## src/rtl/ser_pkg.sv

```systemverilog
// Shared types and defaults for the bit serializer.
package ser_pkg;

    typedef enum logic [1:0] {
        S_IDLE  = 2'd0,
        S_SHIFT = 2'd1,
        S_PAR   = 2'd2
    } state_t;

    localparam int DEFAULT_WIDTH = 8;

endpackage

```

## src/rtl/bit_serializer.sv

```systemverilog
// Parallel-to-serial word stage feeding a bit-serial sequence detector.
// Define SERIALIZER_PARITY_EN to append an even-parity bit after each word.
module bit_serializer
    import ser_pkg::*;
#(
    parameter int WIDTH     = DEFAULT_WIDTH,
    parameter int MSB_FIRST = 1
) (
    input  logic             clk,
    input  logic             rst,
    input  logic             load_valid,
    input  logic [WIDTH-1:0] load_data,
    output logic             load_ready,
    output logic             ser_bit,
    output logic             bit_valid,
    output logic             done
);

    localparam int               CNT_W    = $clog2(WIDTH + 1);
    localparam logic [CNT_W-1:0] CNT_LAST = CNT_W'(WIDTH - 1);

    state_t             state_q, state_d;
    logic [CNT_W-1:0]   cnt_q, cnt_d;
    logic [WIDTH-1:0]   shreg_q, shreg_d;
    logic               rdy_en_q;
    logic               accept;
    logic               last_bit;
`ifdef SERIALIZER_PARITY_EN
    logic               par_q, par_d;
`endif

    assign last_bit = (state_q == S_SHIFT) && (cnt_q == CNT_LAST);
    assign accept   = load_valid && load_ready;

    // rdy_en_q keeps load_ready low while reset is asserted and until the first edge after release.
    always_ff @(posedge clk or negedge rst) begin
        if (!rst) begin
            state_q  <= S_IDLE;
            cnt_q    <= '0;
            rdy_en_q <= 1'b0;
        end else begin
            state_q  <= state_d;
            cnt_q    <= cnt_d;
            rdy_en_q <= 1'b1;
        end
    end

    // Payload needs no reset: every output that exposes it is gated by state.
    always_ff @(posedge clk) begin
        shreg_q <= shreg_d;
`ifdef SERIALIZER_PARITY_EN
        par_q   <= par_d;
`endif
    end

    always_comb begin
        state_d = state_q;
        cnt_d   = cnt_q;
        shreg_d = (MSB_FIRST != 0) ? {shreg_q[WIDTH-2:0], 1'b0} : {1'b0, shreg_q[WIDTH-1:1]};
`ifdef SERIALIZER_PARITY_EN
        par_d   = par_q;
`endif
        case (state_q)
            S_IDLE: state_d = S_IDLE;
            S_SHIFT: begin
                if (last_bit) begin
`ifdef SERIALIZER_PARITY_EN
                    state_d = S_PAR;
`else
                    state_d = S_IDLE;
`endif
                end else begin
                    cnt_d = cnt_q + CNT_W'(1);
                end
            end
`ifdef SERIALIZER_PARITY_EN
            S_PAR: state_d = S_IDLE;
`endif
            default: state_d = S_IDLE;
        endcase
        if (accept) begin
            state_d = S_SHIFT;
            cnt_d   = '0;
            shreg_d = load_data;
`ifdef SERIALIZER_PARITY_EN
            par_d   = ^load_data;
`endif
        end
    end

    always_comb begin
        load_ready = 1'b0;
        ser_bit    = 1'b0;
        bit_valid  = 1'b0;
        done       = 1'b0;
        case (state_q)
            S_IDLE: load_ready = rdy_en_q;
            S_SHIFT: begin
                bit_valid = 1'b1;
                ser_bit   = (MSB_FIRST != 0) ? shreg_q[WIDTH-1] : shreg_q[0];
`ifndef SERIALIZER_PARITY_EN
                load_ready = last_bit;
                done       = last_bit;
`endif
            end
`ifdef SERIALIZER_PARITY_EN
            S_PAR: begin
                bit_valid  = 1'b1;
                ser_bit    = par_q;
                load_ready = 1'b1;
                done       = 1'b1;
            end
`endif
            default: load_ready = 1'b0;
        endcase
    end

endmodule
```

## config.mk

```make
export PLATFORM = sky130hd
export DESIGN_NAME = bit_serializer
export DESIGN_NICKNAME = d
export VERILOG_FILES = /design/src/rtl/ser_pkg.sv /design/src/rtl/bit_serializer.sv
export SDC_FILE = /design/constraint.sdc
export NUM_CORES = 1
export LEC_CHECK = 0
export ABC_CLOCK_PERIOD_IN_PS = 2000
export BUFFER_PORTS_ARGS = -buffer_cell sky130_fd_sc_hd__buf_2
export CORE_AREA = 2 2 39 41
export CTS_CLUSTER_DIAMETER = 150
export DETAILED_ROUTE_END_ITERATION = 10
export DIE_AREA = 0 0 41 43
export PLACE_DENSITY = 0.67
export SLEW_MARGIN = 0
export SYNTH_ARGS = -nofsm -noshare
export SYNTH_HDL_FRONTEND = slang
export SYNTH_SLANG_ARGS = --single-unit
export TNS_END_PERCENT = 100
```

## constraint.sdc

```tcl
create_clock -name clk -period 2 [get_ports clk]
set_input_delay 0.3 -clock clk [delete_from_list [all_inputs] [get_ports clk]]
set_output_delay 0.3 -clock clk [all_outputs]
set_load 0.05 [all_outputs]
```

Word-level counts from Yosys, hierarchy flattened
Cells that the tools add are included.
Storage, ports and cells
  memories kept: 0
  logic and storage cells: 26
  register bits: 15
  input port bits: 11
  bits in read-only memories: 0
  memory bits (writable): 0
  latch bits: 0
Operators by class
  equality and inequality tests: 4
  mux-type cells: 11
  multiply operators: 0
  reductions and logical operators: 5
  $add $sub $neg: 1
  div/mod/pow operators: 0
  bitwise gates (word level): 0
  shift operators: 0
  magnitude comparators: 0
Operators by type and width (number)
  $mux W4: 3
  $mux W8: 1
  $mux W2: 3
  $add A4 B1 Y4 const B: 1
  $eq A4 B3 Y1 const B: 1
  $mux W1: 3
  $ne A3 B3 Y1 const B: 1
  $eq A2 B1 Y1 const B: 1
  $logic_and A1 B1 Y1: 2
  $logic_not A2 Y1: 1
  $ne A2 B2 Y1 const B: 1
  $pmux W1 S2: 1
  $reduce_and A2 Y1: 1
  $reduce_bool A2 Y1: 1

Longest topological paths before layout
  depth after elaboration: 6
  mapped depth: 4

Least setup slack after synthesis
No wires, ideal clock.
  kind: register to register
  start point: register state_q[0]
  end point: register shreg_q[0]
  library setup time: 0.116 ns
  path slack: 0.176 ns
  period minus slack after synthesis: 1.824 ns
  buffers on the path: 1
  cell stages (with the launch flop): 5
  data arrival time: 1.709 ns
  cell sequence: dfrtp_1 > buf_6 > and4b_4 > or2_2 > and3_1
Between the ends
  word-level cells in the longest chain between the ends: 4
RTL lines
  start, declared: line bit_serializer.sv:22  | state_t state_q, state_d;
  start signal, assigned: line bit_serializer.sv:42  | state_q <= state_d;
  $eq A2 B1 Y1: line bit_serializer.sv:32, bit_serializer.sv:96
  $logic_and A1 B1 Y1: line bit_serializer.sv:32  | assign last_bit = (state_q == S_SHIFT) && (cnt_q == CNT_LAST);
  $pmux W1 S2 *: line bit_serializer.sv:96  | case (state_q)
  named net load_ready: line bit_serializer.sv:13  | output logic load_ready,
  $logic_and A1 B1 Y1 *: line bit_serializer.sv:33  | assign accept = load_valid && load_ready;
  end signal, assigned: line bit_serializer.sv:50  | shreg_q <= shreg_d;
  end, declared: line bit_serializer.sv:24  | logic [WIDTH-1:0] shreg_q, shreg_d;
The timed path passes the listed nets; every way through them passes the cells marked *.
A chain may end at the register's enable or synchronous reset.

Worst setup path in the final report
  start point: register cnt_q[0]
  end point: output port load_ready
Between the ends
  word-level cells in the longest chain between the ends: 3
RTL lines
  start, declared: line bit_serializer.sv:23  | logic [CNT_W-1:0] cnt_q, cnt_d;
  start signal, assigned: line bit_serializer.sv:43  | cnt_q <= cnt_d;
  $eq A4 B3 Y1: line bit_serializer.sv:32
  $logic_and A1 B1 Y1: line bit_serializer.sv:32
  $pmux W1 S2: line bit_serializer.sv:96
  end, declared: line bit_serializer.sv:13
Every way passes these cells.

==> metrics list <==
* Outcome: completed
- Worst-path cell with the longest stage delay: sky130_fd_sc_hd__dfrtp_1
* Antenna Diode Count: 0
* Worst EP required: 1700 ps
- Layout fillers: 135
- The region available for standard cell placement spans 0.00138 mm2.
- YS warnings: 0
- Die X-Extent: 41 um
* Most area-consuming cells after synthesis: sky130_fd_sc_hd__dfxtp_1 (28%), sky130_fd_sc_hd__dfrtp_1 (26%), sky130_fd_sc_hd__mux2_2 (9.8%)
* Power per cell area: 1620 mW/mm2
* Core Rows: 14
- For this run, design rule violations remaining after detail routing come to 0.
- Placer Congestion: 0.843
- Post-synthesis net count: 61
- Entering global routing, the biggest net connects 10 pins.
- The later pin in the worst-skew pair is clocked with a latency of 270 ps.
* Average routed wire per standard cell: 10.9 um
* Aggregate routed wire length: 903 um
- IO Count: 15
- Counting flops with an async set or reset pin after synthesis yields a share of 42.9%.
- Together, buffers and inverters on the worst path number 1.
- Count of nets after finishing: 80
- The most used flip-flop cell after synthesis is sky130_fd_sc_hd__dfxtp_1.
- Number of post-CTS setup repair buffers: 0
- After the first detailed-routing iteration, the DRC count stood at 3.
- After legalization and detailed placement, the total HPWL measured 693 um.
- Setup repair after global routing left no endpoint under its margin.
* Antenna violations before repair: 0
- Sum Neg Setup Slack: 0 ps
* Most frequent cell after synthesis: sky130_fd_sc_hd__dfxtp_1
- The critical path goes through ha_2 > and4b_4 > or2_2 > buf_4.
* Maximum capacitance violations: 0
- The final hold violation count was 0.
- Root Driver: sky130_fd_sc_hd__clkbuf_4
- In this run the number of H-tree levels came out at 1.
* Clock tree from TritonCTS: built
* Count of antenna-violating nets left after detailed routing: 0
- Vias per inst: 4.82
* Layout-stage area growth over the synthesis result: 22.6%
* Share of final-layout standard cells stronger than drive strength 1: 40.3%
- VDD sags by at most 0.612 mV.
- Number of storage elements in the synthesis netlist: 14
* Global Route Usage Sum: 12.0%
* Clk_skew: 0.961 ps
- Family with the most delay on the worst path: simple AND/OR/NAND/NOR gates
- Once the floorplan was initialized, standard cells occupied 41.6% of the core.
- The first global-routing pass estimated 1390 um of wire.
* Cell area after layout: 706 um2
* Worst Path Max Fanout: 5
* Placed cell area: 654 um2
* Number of I/O port buffers: 14
* Achievable frequency: 521 MHz
* Count of unique library cells instantiated by Yosys: 23
- A synthesized cell averages 11.7 um2.
- The synthesized design devotes to its leading area cell type 27.8% of total area.
* Final setup violation count: 0
- Arr. time, crit path: 1620 ps
- Proportion of synthesized chip area in sequential cells: 53.9%
- The routed layout has 400 vias.
- Height of the die: 43 um
- Type of the worst min-delay path: in -> reg
* Top post-synthesis cells by count: sky130_fd_sc_hd__dfxtp_1 (8), sky130_fd_sc_hd__dfrtp_1 (6), sky130_fd_sc_hd__mux2_2 (5)
- Number of global-route vias before repair: 374
- The number of max-slew violations in the final report was 0.
- Share of the cycle needed by the critical path after routing: 96.0%
- TritonCTS Sinks: 14
- Overall die area: 0.00176 mm2
* Clock transition time at the flip-flop clock pins of the worst setup and hold paths: 80 ps
- Leakage dissipation: 0.000347 uW
- Synthesis produced 49 cells.
- Stage delay of the slowest cell on the critical path: 410 ps
- The smallest clock period supported by the final layout is computed as 1920 ps.
- CTS max path bufs: 2
- Remaining global-route overflow: 0
- Leading area contributor after synthesis: sky130_fd_sc_hd__dfxtp_1
- STA classifies the critical path endpoint as an output pin.
* Post-synthesis instance area: 576 um2
- STA classifies the critical path startpoint as a register.
* EDFF count, synth: 0
- For this run, the detailed router's first-pass iteration total came to 3.
* Critical setup path kind: reg -> out
- TritonCTS Buffers: 3
## cells by family after synthesis
group                      after synthesis  share of synthesized area (%)
other                                    1                          0.652
adders and majority gates                1                           2.17
buffers and inverters                    3                           3.26
muxes                                   10                           18.9
AOI/OAI and AO/OA                        7                           8.91
and+or+nand+nor                         13                           12.2
DFF                                     14                           53.9
## worst reg2reg max path, stage by stage, from the launching register on
cell and delay [ps]:
sky130_fd_sc_hd__dfrtp_1 410, sky130_fd_sc_hd__ha_2 230, sky130_fd_sc_hd__and4b_4 220, sky130_fd_sc_hd__o21ai_4 250, sky130_fd_sc_hd__mux2_2 370
## metal layers
layer  share of wire [%]  track usage (%)  vias to the layer above
li1                    -                -                      206
met2                  52             20.3                       10
met1                  41             11.7                      182
met5                   0                0                        -
met3                 6.2             4.71                        2
met4                0.44             6.00                        0
## power by group
part	internal (uW)	total [uW]	switching [uW]	leakage [uW]
Clock	110	195	85.0	0.0000210
Combinational	203	473	270	0.000191
Sequential	393	476	83.3	0.000135
Total	706	1140	439	0.000347
## worst paths after layout
path | cells past startpoint | startpoint | to | slack, ps
hold / removal | 2 | load_data[3] | shreg_q[3]$_DFF_P_ | 230
hold reg to reg | 1 | shreg_q[1]$_DFF_P_ | shreg_q[2]$_DFF_P_ | 450
min in group asynchronous | 2 | rst | cnt_q[1]$_DFFE_PN0P_ | 370
max in group asynchronous | 2 | rst | cnt_q[2]$_DFFE_PN0P_ | 1490
setup reg to reg | 4 | cnt_q[0]$_DFFE_PN0P_ | shreg_q[4]$_DFF_P_ | 410
setup / recovery | 4 | cnt_q[0]$_DFFE_PN0P_ | load_ready | 80
## final cells by class
| class | instances | area (um2) | share of cell area [%] |
|---|---|---|---|
| timing repair buffer | 15 | 82.6 | 11.7 |
| inverter | 2 | 7.51 | 1.06 |
| tap | 16 | 20.0 | 2.84 |
| clock buffer | 4 | 36.3 | 5.14 |
| multi-input combinational | 32 | 249 | 35.3 |
| sequential | 14 | 310 | 44.0 |
## per-stage QoR
step / worst slack [ps] / total power [uW] / hold WS [ps] / instances / utilization, %
2_1_floorplan: 176 / 865 / 4.41 / 49 / -
3_3_place_gp: 334 / 934 / 131 / 78 / 47.3
3_5_place_dp: 316 / 947 / 130 / 78 / 47.3
4_1_cts: 12.9 / 1160 / 223 / 83 / 50.8
5_1_grt: 12.9 / 1230 / 215 / 83 / 51.0
6_report: 80.3 / 1140 / 232 / 83 / 51.0
## state kept, by name, summed over array words and instances, names as in the netlist
register and flops:
cnt_q 4, rdy_en_q 1, shreg_q 8, state_q 1
## what timing repair did
item / CTS / global route
hold buffers: 1 / 0
gates resized for setup: 1 / 1
setup endpoints to repair: 1 / 1
hold endpoints to repair: 6 / 0
## layout by cell type, fill, tap and decap left out, drive strengths merged
cell         count
nand2            3
mux2i            3
o21ai            2
inv              2
a21oi            2
nor2b            1
a31oi            1
nor2             4
dfxtp            8
dlygate4sd3      1
buf             14
o22ai            1
dfrtp            6
and2             1
mux2             7
nand3            1
clkbuf           4
and3             1
a211oi           1
and4b            1
ha               1
or2              1
conb             1
Power figures use the tool's default switching activity.
